File: config.mk
export PLATFORM = sky130hd
export DESIGN_NAME = instr_sequencer
export DESIGN_NICKNAME = d
export VERILOG_FILES = /design/src/rtl/instr_sequencer.sv
export SDC_FILE = /design/constraint.sdc
export NUM_CORES = 1
export LEC_CHECK = 0
export ABC_AREA = 1
export CORE_MARGIN = 4
export CORE_UTILIZATION = 51
export CTS_BUF_LIST = sky130_fd_sc_hd__clkbuf_16
export CTS_CLUSTER_DIAMETER = 50
export DETAILED_ROUTE_END_ITERATION = 10
export HOLD_SLACK_MARGIN = 0.06
export PLACE_DENSITY = 0.8
export SLEW_MARGIN = 20
export SYNTH_ARGS = -nofsm -noshare
export SYNTH_HDL_FRONTEND = slang
export SYNTH_SLANG_ARGS = --single-unit
File: constraint.sdc
create_clock -name clk -period 1.8 [get_ports clk]
set_input_delay 0.45 -clock clk [delete_from_list [all_inputs] [get_ports clk]]
set_output_delay 0.45 -clock clk [all_outputs]
set_load 0.03 [all_outputs]
File: src/rtl/instr_sequencer.sv
// Multi-cycle control sequencer: walks each instruction through fetch, decode, execute,
// memory, writeback and PC update, driving every datapath strobe and the memory handshake.
module instr_sequencer #(
    parameter int MEM_TIMEOUT = 16,
    parameter int CNT_W       = 32
) (
    input  logic             clk,
    input  logic             rst_n,
    input  logic             start,
    input  logic [5:0]       opcode,
    input  logic             mem_ready,
    output logic             mem_req,
    output logic             mem_we,
    output logic             addr_sel,
    output logic             ir_we,
    output logic             alu_out_we,
    output logic             lmd_we,
    output logic             reg_we,
    output logic             sp_inc,
    output logic             sp_dec,
    output logic             pc_we,
    output logic [2:0]       branch_op,
    output logic [2:0]       stack_op,
    output logic             busy,
    output logic             halted,
    output logic             err,
    output logic [CNT_W-1:0] instr_count
);

    localparam int WD_W = $clog2(MEM_TIMEOUT + 1);

    typedef enum logic [3:0] {
        S_IDLE   = 4'd0,
        S_FETCH  = 4'd1,
        S_DECODE = 4'd2,
        S_EXEC   = 4'd3,
        S_MEM    = 4'd4,
        S_WB     = 4'd5,
        S_PCUPD  = 4'd6,
        S_HALT   = 4'd7,
        S_ERROR  = 4'd8
    } state_t;

    state_t           r_state;
    state_t           w_next;
    logic [5:0]       r_op;
    logic [WD_W-1:0]  r_wd;
    logic [CNT_W-1:0] r_cnt;

    logic w_mem_cls;
    logic w_mem_wr;
    logic w_mem_rd;
    logic w_wb_after_mem;
    logic w_alu_cls;
    logic w_timeout;
    logic w_in_access;

    // r_op holds the opcode captured in DECODE, so later states never depend on IR timing
    assign w_mem_cls      = (r_op == 6'h02) || (r_op == 6'h03) || ((r_op >= 6'h08) && (r_op <= 6'h0B));
    assign w_mem_wr       = (r_op == 6'h03) || (r_op == 6'h08) || (r_op == 6'h0A);
    assign w_mem_rd       = (r_op == 6'h02) || (r_op == 6'h09) || (r_op == 6'h0B);
    assign w_wb_after_mem = (r_op == 6'h02) || (r_op == 6'h09);
    assign w_alu_cls      = (r_op == 6'h00) || (r_op == 6'h01);
    assign w_in_access    = (r_state == S_FETCH) || (r_state == S_MEM);
    assign w_timeout      = (r_wd == WD_W'(MEM_TIMEOUT - 1)) && !mem_ready;

    // Next-state selection
    always_comb begin
        w_next = r_state;
        case (r_state)
            S_IDLE: begin
                if (start) w_next = S_FETCH;
                else       w_next = S_IDLE;
            end
            S_FETCH: begin
                if (mem_ready)      w_next = S_DECODE;
                else if (w_timeout) w_next = S_ERROR;
                else                w_next = S_FETCH;
            end
            S_DECODE: begin
                if (opcode == 6'h0C)     w_next = S_HALT;
                else if (opcode > 6'h0D) w_next = S_ERROR;
                else                     w_next = S_EXEC;
            end
            S_EXEC: begin
                if (w_mem_cls)      w_next = S_MEM;
                else if (w_alu_cls) w_next = S_WB;
                else                w_next = S_PCUPD;
            end
            S_MEM: begin
                if (mem_ready) begin
                    if (w_wb_after_mem) w_next = S_WB;
                    else                w_next = S_PCUPD;
                end else if (w_timeout) begin
                    w_next = S_ERROR;
                end else begin
                    w_next = S_MEM;
                end
            end
            S_WB:    w_next = S_PCUPD;
            S_PCUPD: w_next = S_FETCH;
            S_HALT:  w_next = S_HALT;
            S_ERROR: w_next = S_ERROR;
            default: w_next = S_ERROR;
        endcase
    end

    // Strobe decode; ir_we and lmd_we follow mem_ready within the same cycle
    always_comb begin
        mem_req    = 1'b0;
        mem_we     = 1'b0;
        addr_sel   = 1'b0;
        ir_we      = 1'b0;
        alu_out_we = 1'b0;
        lmd_we     = 1'b0;
        reg_we     = 1'b0;
        sp_inc     = 1'b0;
        sp_dec     = 1'b0;
        pc_we      = 1'b0;
        branch_op  = 3'd0;
        stack_op   = 3'd0;
        case (r_state)
            S_FETCH: begin
                mem_req = 1'b1;
                ir_we   = mem_ready;
            end
            S_EXEC: alu_out_we = 1'b1;
            S_MEM: begin
                mem_req  = 1'b1;
                addr_sel = 1'b1;
                mem_we   = w_mem_wr;
                lmd_we   = mem_ready && w_mem_rd;
            end
            S_WB: reg_we = 1'b1;
            S_PCUPD: begin
                pc_we  = 1'b1;
                sp_dec = (r_op == 6'h08) || (r_op == 6'h0A);
                sp_inc = (r_op == 6'h09) || (r_op == 6'h0B);
                case (r_op)
                    6'h04:   branch_op = 3'd1;
                    6'h05:   branch_op = 3'd2;
                    6'h06:   branch_op = 3'd3;
                    6'h07:   branch_op = 3'd4;
                    default: branch_op = 3'd0;
                endcase
                case (r_op)
                    6'h08:   stack_op = 3'd1;
                    6'h09:   stack_op = 3'd2;
                    6'h0A:   stack_op = 3'd3;
                    6'h0B:   stack_op = 3'd4;
                    default: stack_op = 3'd0;
                endcase
            end
            default: mem_req = 1'b0;
        endcase
    end

    assign busy        = (r_state != S_IDLE) && (r_state != S_HALT) && (r_state != S_ERROR);
    assign halted      = (r_state == S_HALT);
    assign err         = (r_state == S_ERROR);
    assign instr_count = r_cnt;

    // State register, opcode latch, watchdog and retired-instruction counter
    always_ff @(posedge clk or negedge rst_n) begin
        if (!rst_n) begin
            r_state <= S_IDLE;
            r_op    <= 6'h00;
            r_wd    <= '0;
            r_cnt   <= '0;
        end else begin
            r_state <= w_next;
            if (r_state == S_DECODE) r_op <= opcode;
            // Watchdog only advances while an access stalls in place; any state change clears it
            if (w_in_access && (w_next == r_state)) r_wd <= r_wd + WD_W'(1);
            else                                    r_wd <= '0;
            if (r_state == S_PCUPD) r_cnt <= r_cnt + CNT_W'(1);
        end
    end

endmodule

==> run metrics, run 1 <==
Post-Syn Area 2930 µm²; Die ar. roughly 7000 µm²; crit path max-delay cell type dfrtp_1; Final Max Slew Viols 0; register area share after synthesis 0.402; clk slew on worst S/H paths 0.06 ns; final wirelength between 8 and 9 mm; Core Rows 27; met3 Use GR 0.0474; Critical R2R Launch r_state[2]$_DFF_PN0_; Initial Utilization 0.528; # IOs slightly above 60; Die Y roughly 84 µm; Net Sw Frac 0.200; Fmax approximately 0.52 GHz; Buf/Inv on CP 3; status finished, violations left; Layout Nets slightly above 500; Worst Path Class, Setup flop to primary output; Longest Clk Path Bufs 2; share of layout cells above drive strength 1 0.305; Clock Sinks between 40 and 50; Reg2Reg Setup Slack -0.08 ns; Power Total just under 2000 µW; Reg power frac 0.535; Worst EP required 1.35 ns; Min-Delay Path Class input pin to async pin; Psw 396 µW; input/output buffers 60; Final period util 1.07; Synth cell types 31; final setup fails 18; startpoint types flop; Avg Cell Area, Syn around 7.4 µm²; Pint around 1600 µW; DIE WIDTH roughly 84 µm; Mapped Cells ~390; layer with the highest usage met2; drt drc 0; Worst path max stage delay roughly 0.44 ns; Antenna Nets Post-Route 0; initial antenna violation count 0; first-pass GRT wire length 12.5 mm; most used cell, CP inv_1; DP Cell Count 540; later-pin clock latency in the skew report between 0.2 and 0.3 ns; antenna cells 0; Yosys Warn Count 0; Clk network pwr share 0.434; Synth Net Count ~400; Layout area overhead 50.9%; final worst slack -0.132 ns; WP data arrival approximately 1.5 ns; r2r worst-path depth 12; Least-Margin Pin Slew approximately 0.45 ns; Setup TNS -1.41 ns; Fin. Hold Viols 0; GPL Wtd Cong between 0.9 and 1; Worst Path Max Fanout 5; largest net degree at the start of global routing 30; vias in the first global route between 2000 and 3000; clk root buf clkbuf_16; post-detailed-route wirelength per cell 14.3 µm; Cell Pwr Density between 400 and 500 nW/µm²; Total Routing Usage GR 0.216; Max-Cap Viols 0; final cell count without fillers approximately 560; Pre-Repair DR Iteration Count 5; DRT iter0 DRCs roughly 150; routing usage on met2 0.389; core area around 5500 µm²; DP Wirelength 5.67 mm; post-synthesis register bit count 47; CP Capture Type primary output; DR vias/cell 5.39; Peak VDD IR 0.391 mV; grt met1 use 0.252; RSZ-0062 raised after global routing yes; via count approximately 3000; Post-Place Worst Slack -0.119 ns; CTS H-tree depth 2; Comb pwr share 0.031; crit path time final 1.93 ns; worst reg2reg path endpoint instr_count[14]$_DFFE_PN0P_; gr ovfl total 0; Final Skew roughly 0.0052 ns; CP delay by family, top flip-flops; Max-slew headroom 0.699; CTS tree done; failing checks negative setup slack; CTS buffer count 5; Leak 0.00227 µW; worst path cell trace inv_1 > nor2_2 > nand3_2 > nand2_2 > o21ai_2 > inv_1 > buf_6
## metrics by stage
step | hold slack, ns | cell area, µm² | util
2_1_floorplan | 0.154 | 2970 | -
3_3_place_gp | 0.414 | 3750 | 0.677
3_5_place_dp | 0.417 | 3750 | 0.677
4_1_cts | 0.122 | 4020 | 0.725
5_1_grt | 0.142 | 4420 | 0.797
6_report | 0.112 | 4420 | 0.797
## worst max path at each step
stage	startpoint	endpoint	slack, ns	depth (start not counted)
3_5_place_dp	opcode[2]	r_wd[3]$_DFF_PN0_	-0.12	9
5_1_grt	r_op[1]$_DFFE_PN0P_	lmd_we	-0.22	7
6_report	r_op[1]$_DFFE_PN0P_	lmd_we	-0.13	7
3_3_place_gp	opcode[2]	r_wd[3]$_DFF_PN0_	-0.04	9
2_1_floorplan	r_state[0]$_DFF_PN0_	branch_op[0]	-0.07	5
4_1_cts	r_op[2]$_DFFE_PN0P_	lmd_we	-0.12	6
## final cells by class
cell class,count,area (µm²)
Timing Repair Buffer,98,931
Inverter,50,198
Fill cell,403,1120
Clock inverter,1,3.75
Tap cell,72,90.1
Sequential cell,47,1180
Clock buffer,5,125
Multi-Input combinational cell,291,1890
## cell families (layout without fill, tap and decap cells)
logic type / after synthesis / count (layout) / share of synthesized area
xor gates and xnor gates: 29 / 29 / 0.0894
and+or+nand+nor: 239 / 239 / 0.385
buffers and inverters: 55 / 154 / 0.0748
adders and majority gates: 3 / 3 / 0.0128
DFF: 47 / 47 / 0.402
AOI/OAI and AO/OA: 20 / 20 / 0.0364
## flip-flops by register name, summed over array words and instances (netlist names)
signal,cells
instr_count,32
r_op,6
r_wd,5
r_state,4
## cells in the final DEF (no fill, tap or decap), types with 15 or more instances in the layout
| master | n |
|---|---|
| buf_4 | 30 |
| buf_6 | 24 |
| dfrtp_1 | 43 |
| dlygate4sd2_1 | 30 |
| inv_1 | 39 |
| nand2_1 | 96 |
| nand3_1 | 18 |
| nor2_1 | 36 |
| nor2_4 | 15 |
| xor2_1 | 19 |
## timing repair
action,in CTS,in global routing
pin swaps,10,28
hold buffers,0,0
endpoints found under the setup margin,53,32
resized for setup,67,78
setup buffers,7,11
## per-layer routing
layer | part of all wire | wire length (µm) | vias up
met2 | 0.53 | 4240 | 122
met4 | 0.030 | 239 | 0
met3 | 0.063 | 512 | 22
li1 | - | - | 1446
met1 | 0.38 | 3090 | 1451
met5 | 0 | 0 | -
## power by group through the flow
| stage | clock [µW] | sequential, µW | combinational, µW |
|---|---|---|---|
| 6_report | 857 | 1060 | 62.1 |
| 5_1_grt | 912 | 1060 | 70.6 |
| 4_1_cts | 862 | 1060 | 61.0 |
| 3_5_place_dp | 0 | 1080 | 61.0 |
| 3_3_place_gp | 0 | 1080 | 59.4 |
| 2_1_floorplan | 0 | 1080 | 3.72 |
## cell usage after synthesis
library cell / number / area [µm²]
nor3_2: 1 / 10.0
nor2_2: 3 / 18.8
nand2_2: 4 / 25.0
a21boi_0: 1 / 7.51
inv_1: 45 / 169
nor2_4: 4 / 45.0
a21oi_1: 2 / 10.0
o2111ai_1: 1 / 8.76
nand4_1: 9 / 56.3
nand3_1: 26 / 130
and3_1: 1 / 6.26
ha_1: 3 / 37.5
xnor2_1: 9 / 78.8
nor2_1: 51 / 191
nand3_2: 1 / 10.0
inv_2: 4 / 15.0
or2_0: 1 / 6.26
o21ai_1: 4 / 20.0
nor2_8: 3 / 60.1
dfrtp_1: 47 / 1180
clkbuf_1: 1 / 3.75
nor4_1: 3 / 18.8
xnor2_2: 1 / 16.3
xor2_1: 19 / 166
buf_4: 2 / 15.0
nand2_1: 106 / 398
buf_2: 2 / 10.0
nor3_1: 23 / 115
nand2_4: 3 / 33.8
o21ai_0: 12 / 60.1
inv_4: 1 / 6.26
Power figures use the tool's default switching activity.
==> run 2, diff against run 1 <==
Clock period 1.8 ns to 2.05 ns, I/O delays scaled along.
==> run metrics, run 2 (synthesized netlist as in run 1, its figures left out) <==
clk root buf clkbuf_16; Leak 0.00187 µW; final setup fails 1; final wirelength 7.41 mm; DP Wirelength around 5.7 mm; r2r worst-path depth 12; WP data arrival 1.57 ns; fin area ~3900 µm²; Clock Sinks 47; Final Max Slew Viols 0; RSZ-0062 raised after global routing yes; # IOs 61; Post-DP Area roughly 3600 µm²; share of layout cells above drive strength 1 0.183; Peak VDD IR between 0.3 and 0.4 mV; Initial Utilization 0.528; first-pass GRT wire length between 10 and 15 mm; initial antenna violation count 0; crit path time final roughly 2.1 ns; input/output buffers 60; Fmax 0.480 GHz; Worst Path Class, Setup flop to primary output; Max-Cap Viols 0; crit path max-delay cell type dfrtp_2; Total Routing Usage GR 0.210; post-detailed-route wirelength per cell between 10 and 15 µm; Layout area overhead 34.6%; CTS buffer count 5; Max-slew headroom 0.641; CP Capture Type primary output; CTS tree done; Final period util 1.02; Least-Margin Pin Slew 0.538 ns; DR vias/cell roughly 5; vias in the first global route 2768; Min-Delay Path Class input pin to async pin; Final Skew roughly 0.0022 ns; GPL Wtd Cong ~0.96; DRT iter0 DRCs 135; Pre-Repair DR Iteration Count 4; Reg2Reg Setup Slack ~0.08 ns; Cell Pwr Density 470 nW/µm²; Fin. Hold Viols 0; Worst Path Max Fanout 5; Post-Place Worst Slack roughly 0.027 ns; status finished, violations left; Worst path max stage delay between 0.4 and 0.5 ns; post-layout util 0.711; core area 5540 µm²; startpoint types flop; final worst slack -0.0331 ns; clk slew on worst S/H paths around 0.06 ns; CTS H-tree depth 2; worst reg2reg path endpoint instr_count[14]$_DFFE_PN0P_; Core Rows 27; commonest non-fill, non-tap cell in the layout nand2_1; Worst EP required roughly 1.5 ns; max reg flops 32; later-pin clock latency in the skew report between 0.2 and 0.3 ns; Layout Nets 488; Longest Clk Path Bufs 2; gr ovfl total 0; hold_ws ~0.21 ns; via count approximately 2800; failing checks negative setup slack; Die Y between 80 and 90 µm; drt drc 0; Die ar. around 7000 µm²; Critical R2R Launch r_state[0]$_DFF_PN0_; most frequent cells in the layout nand2_1 (105), nor2_1 (46), inv_1 (45); worst path cell trace buf_6 > nor2_8 > nand2_8 > clkinv_4 > o21ai_2 > nor2_1 > buf_4; DIE WIDTH 83.7 µm; cts hold-fix bufs 0; largest net degree at the start of global routing 25; antenna cells 0; Antenna Nets Post-Route 0
==> run 2: cell count changes in the layout (fill, tap and decap cells not counted), sizes merged <==
cell and delta:
inv -1, clkinv +1, buf -22, nand2 +1, dlymetal6s2s -3, bufinv +1, dlygate4sd2 -30, clkbuf +3
clkdlybuf4s50 +33
==> run 2: repair_timing <==
| action | CTS | global route |
|---|---|---|
| setup buffers | 2 | 6 |
| gates resized for setup | 13 | 23 |
| endpoints found under the setup margin | 8 | 14 |
| pin swaps | 2 | 8 |
| cloned | 0 | 1 |
| endpoints found under the hold margin | 0 | 0 |
==> run 2: per-stage QoR <==
stage | setup TNS, ns | std cells | total power [µW]
4_1_cts | -0.0180 | 540 | 1870
3_5_place_dp | 0 | 531 | 990
2_1_floorplan | -0.416 | 393 | 948
5_1_grt | -0.270 | 547 | 1920
6_report | -0.0331 | 547 | 1850
3_3_place_gp | 0 | 531 | 988
==> run 2: layout make-up <==
class	instances	area [µm²]
inverters	50	195
well taps	72	90.1
flip-flops and latches	47	1180
clock inverters	2	33.8
multi-input cells	292	1600
clock buffers	5	125
fillers	459	1600
repair buffers	79	711
==> run 2: power breakdown <==
part / leakage, µW / total [µW] / switching, µW / internal (µW)
Combinational: 0.00118 / 43.2 / 25.3 / 17.9
Clock: 0.0000811 / 879 / 316 / 564
Sequential: 0.000617 / 928 / 0 / 928
==> run 2: worst max-delay path by stage <==
| stage | cells past startpoint | to | startpoint |
|---|---|---|---|
| 2_1_floorplan | 5 | branch_op[0] | r_state[0]$_DFF_PN0_ |
| 3_3_place_gp | 6 | lmd_we | mem_ready |
| 3_5_place_dp | 9 | r_wd[3]$_DFF_PN0_ | opcode[3] |
| 4_1_cts | 4 | reg_we | r_state[3]$_DFF_PN0_ |
| 5_1_grt | 7 | branch_op[1] | r_state[0]$_DFF_PN0_ |
| 6_report | 7 | branch_op[1] | r_state[0]$_DFF_PN0_ |
==> run 2: metal layers <==
| layer | share of wire | track usage |
|---|---|---|
| met2 | 0.53 | 0.394 |
| met5 | 0 | 0 |
| met4 | 0.021 | 0.0702 |
| met3 | 0.047 | 0.0454 |
| met1 | 0.41 | 0.233 |
==> run 2: worst max-delay path: cells and delay by family (launching register included) <==
kind | cells | cell delay [ns]
simple gates | 3 | 0.39
flops | 1 | 0.45
compound gates | 1 | 0.05
buf+inv | 3 | 0.40
==> variant 1, RTL diff (settings of run 1) <==
Make the reset (`rst_n`) synchronous in one clocked block.
--- a/src/rtl/instr_sequencer.sv
+++ b/src/rtl/instr_sequencer.sv
@@ -163,3 +163,3 @@
     // State register, opcode latch, watchdog and retired-instruction counter
-    always_ff @(posedge clk or negedge rst_n) begin
+    always_ff @(posedge clk) begin
         if (!rst_n) begin
Formal check against the unedited RTL: differs if rst_n is asserted again (counterexample within 4 cycles, from zero or initial values and one cycle with rst_n low); with rst_n held inactive, the same outputs for 10 cycles.
==> variant 1 against run 1 <==
- synthesized cell count up 18%
- wire length up 15%
- sequential cell count unchanged
- count of clock-buffer cells in the layout unchanged
- critical path type unchanged
- highest routed layer unchanged
- cell area down 2.2%
- critical path depth down 1
- setup slack better by 40 ps
- synthesized area down 0.26%
- register-to-register slack better by 110 ps
- the run still ends with setup timing left
- core utilization down 1.8 points
Power is not compared: it rests on default switching activity, and its combinational part moved more than twofold at a synthesized area within 25%.
==> variant 1: results (changes against run 1) <==
holdCritPathClass: "flip-flop to flip-flop"
worstMarginPinSlew_ps: 464.6  # +13.10 ps
synth_cell_types: 35  # +13%
synth_nets: 478  # +18%
fin_nets: 581  # +15%
grt_use_met1_pct: 31.58  # +6.4 points
setup_slack_ps: -91.84  # +40.12 ps
routed-wl-met2_um: 4741  # +12%
n_fill_cell: 438  # +8.7%
vias_per_cell: 5.373  # -0.35%
worstSetupStartpoint: "r_state[1]$_SDFF_PN0_"
drive_gt1_share_pct: 26.71  # -3.8 points
dp_hpwl_um: 6715  # +18%
violations: "setup timing"
async_flop_share_pct: 0  # -100 points
cp_max_fo: 6  # +1
first_iter_violations: 269  # +77%
gp_congestion: 0.9522  # +0.20%
wl_met1_um: 3641  # +18%
setup_viol: 9  # -9
cp_data_arrival_time_ps: 1440  # -40 ps
use_met3_pct: 4.442  # -0.30 points
reg2reg_from: "r_state[2]$_SDFF_PN0_"
grt_max_degree: 25  # -17%
outcome: "finished, violations left"
grt_util_met2_pct: 49.02  # +10 points
met3WireLength_um: 615  # +20%
yosysSeqAreaShare_pct: 32.25  # -8.0 points
grt_pass1_vias: 3410  # +20%
wl_per_cell_um: 14.45  # +0.82%
clk_latency_ps: 300  # +20 ps
grt_pass1_wl_um: 15610  # +25%
[variant 1: logic make-up after synthesis]
logic type,count (synthesis),synth area share (%)
xor gates and xnor gates,7,2.101
buffers and inverters,67,8.833
and+or+nand+nor,292,46.57
DFF,47,32.25
AOI/OAI and AO/OA,49,8.962
adders and majority gates,3,1.287
[variant 1: critical path: stages (launching register included)]
cell and delay [ps]:
dfxtp_4 390, inv_4 40, nor2_4 100, nand2_4 90
buf_12 160, nor3_4 190, buf_6 160
[variant 1: metrics by stage]
stage,TNS (ps),setup slack (ps),hold slack (ps),area [um2],std cells
final,-394.4,-91.84,461.7,4317,641
after global routing,-1664,-144.2,484.3,4317,641
after CTS,-421.0,-58.47,453.1,4192,636
after detailed placement,-588.1,-97.30,440.1,3862,619
after global placement,-429.7,-82.46,426.7,3862,619
after floorplan,-72.35,-53.47,417.5,2999,465
[variant 1: worst paths after layout]
check | end | cells after the start | slack, ps
max | stack_op[0] | 6 | -90
min | r_wd[0]$_SDFF_PN0_ | 1 | 460
max reg2reg | r_wd[2]$_SDFF_PN0_ | 10 | 30
min reg2reg | r_wd[0]$_SDFF_PN0_ | 1 | 460
[variant 1: what timing repair did]
action	CTS	global route
hold buffers	0	0
buffers inserted	9	6
endpoints found under the setup margin	40	32
gates resized for setup	70	32
pin swaps	6	9
[variant 1: cell type report]
cell class / instances / area, um2 / share of cell area [%]
multi-input cells: 351 / 1939 / 44.93
repair buffers: 106 / 957.2 / 22.17
inverters: 57 / 219.0 / 5.072
clock buffers: 5 / 125.1 / 2.899
flip-flops and latches: 47 / 963.4 / 22.32
clock inverters: 3 / 22.52 / 0.5217
well taps: 72 / 90.09 / 2.087
[variant 1: report_power, final]
| part | switching (uW) | internal (uW) |
|---|---|---|
| sequential | 24.2 | 1060 |
| combinational | 210 | 154 |
| clock | 441 | 523 |
==> variant 2, RTL diff (flow settings as in run 1) <==
Without the edit above. The parameter `MEM_TIMEOUT` goes from 16 to 32.
--- a/src/rtl/instr_sequencer.sv
+++ b/src/rtl/instr_sequencer.sv
@@ -3,3 +3,3 @@
 module instr_sequencer #(
-    parameter int MEM_TIMEOUT = 16,
+    parameter int MEM_TIMEOUT = 32,
     parameter int CNT_W       = 32
Formal check against the unedited RTL: no difference found for any inputs over 10 cycles, from zero or initial values and one cycle with rst_n low; that may be too few to reach the edited logic, so the function may still have changed.
==> variant 2 against run 1 <==
- the flow still finishes with violations (setup timing)
- sequential cell count grew 1
- power increased by 12%
- synthesized area about the same
- setup slack got worse by 66 ps
- cell area decreased by 2.3%
- wire length rose by 13%
- first-iteration DRC count up 54%
- critical path depth decreased by 2
- hold slack worse by 5.4 ps
- critical path type unchanged
- highest routed layer unchanged
==> variant 2: results (changes against run 1) <==
clk_pin_slew_ps: 70
wl_per_cell_um: 16.11  # +12%
synthXorXnorAreaFrac_pct: 8.690  # -0.25 points
yosysSeqAreaShare_pct: 41.10  # +0.89 points
first_iter_violations: 234  # +54%
n_fill_cell: 386  # -4.2%
root_buffer: "clkbuf_16"
finClkSkew_ps: 6.877  # +1.708 ps
synth_compound_area_share_pct: 4.366  # +0.73 points
grt_pass1_vias: 3082  # +8.9%
synth_mux_area_share_pct: 0  # unchanged
async_flop_share_pct: 100.0  # unchanged
drive_gt1_share_pct: 28.74  # -1.7 points
pre_cts_ws_ps: -125.9  # -6.507 ps
firstDrtPassIters: 5  # unchanged
num_vias: 3157  # +3.8%
ys.warnings.count: 0  # unchanged
synth_cell_types: 32  # +3.2%
slew_headroom_pct: 68.29  # -1.6 points
cp_data_arrival_time_ps: 1550  # +70 ps
io_buffers: 60  # unchanged
synth_nets: 406  # unchanged
synthAdderAreaFrac_pct: 0.8562  # -0.43 points
leakagePower_uw: 0.002105  # -7.5%
cts_max_level: 2  # unchanged
synth_commonest_cells: "nand2_1 (104), nor2_1 (52), dfrtp_1 (48)"
cts_resized: 65  # -3.0%
outcome: "finished, violations left"
fin_nets: 505  # -0.20%
ir_drop_v: 0.0003255  # -17%
cts_made_buffers: 5  # unchanged
setup_slack_ps: -198.0  # -65.99 ps
cp_max_fo: 4  # -1
yosys.area.top_type: "dfrtp_1"
dp_hpwl_um: 5732  # +1.0%
track_usage_pct: 24.05  # +2.5 points
violations: "setup timing"
grt_pass1_wl_um: 13850  # +11%
clockBufferDepth: 2  # unchanged
setup_viol: 20  # +2
clk_latency_ps: 290
yosys-top-cells-area: "dfrtp_1 (41%), nand2_1 (13%), nor2_1 (6.7%)"
largest_register_ffs: 32  # unchanged
gp_congestion: 0.8728  # -8.2%
postCtsSetupBuffers: 12  # +5
[variant 2: through the flow]
stage	cell area, um2	TNS, ps	total power [uW]	std cells
5_1_grt	4315	-3569	2283	566
2_1_floorplan	2958	-452.3	1108	394
3_3_place_gp	3720	-254.8	1163	539
3_5_place_dp	3720	-690.1	1164	539
6_report	4315	-2225	2218	566
4_1_cts	4075	-733.8	2223	559
[variant 2: area by class of cell]
class                      count  area share [%]
clock buffer                   5           2.899
clock inverter                 3          0.9858
inverter                      47           4.204
multi-input combinational    294           41.08
sequential                    48           27.98
tap                           72           2.088
timing repair buffer          97           20.76
[variant 2: layer usage]
layer,vias up,GRT usage [%],routed length (um)
met2,157,44.40,4795
met1,1492,26.27,3320
met4,0,10.96,486
li1,1460,-,-
met3,48,4.738,516
met5,-,0,0
[variant 2: worst max-delay path, stage by stage, from the launching register on]
cell and delay (ps):
dfrtp_1 420, nor2_4 180, buf_6 150, nand4_1 120, a21oi_2 230, buf_6 160
[variant 2: power breakdown]
part / switching [uW] / total, uW / internal (uW) / leakage, uW
combinational: 37.8 / 67.2 / 29.4 / 0.00139
clock: 416 / 1070 / 653 / 0.0000798
sequential: 2.54 / 1080 / 1080 / 0.000632
[variant 2: worst paths after layout]
check	slack (ps)	start	depth (start not counted)	end
max	-200	r_op[4]$_DFFE_PN0P_	5	mem_we
min	110	rst_n	1	instr_count[9]$_DFFE_PN0P_
max reg2reg	-100	r_state[2]$_DFF_PN0_	10	r_wd[3]$_DFF_PN0_
min reg2reg	470	r_wd[0]$_DFF_PN0_	1	r_wd[0]$_DFF_PN0_
max in group asynchronous	1150	rst_n	2	instr_count[25]$_DFFE_PN0P_
min in group clk	470	r_wd[0]$_DFF_PN0_	1	r_wd[0]$_DFF_PN0_
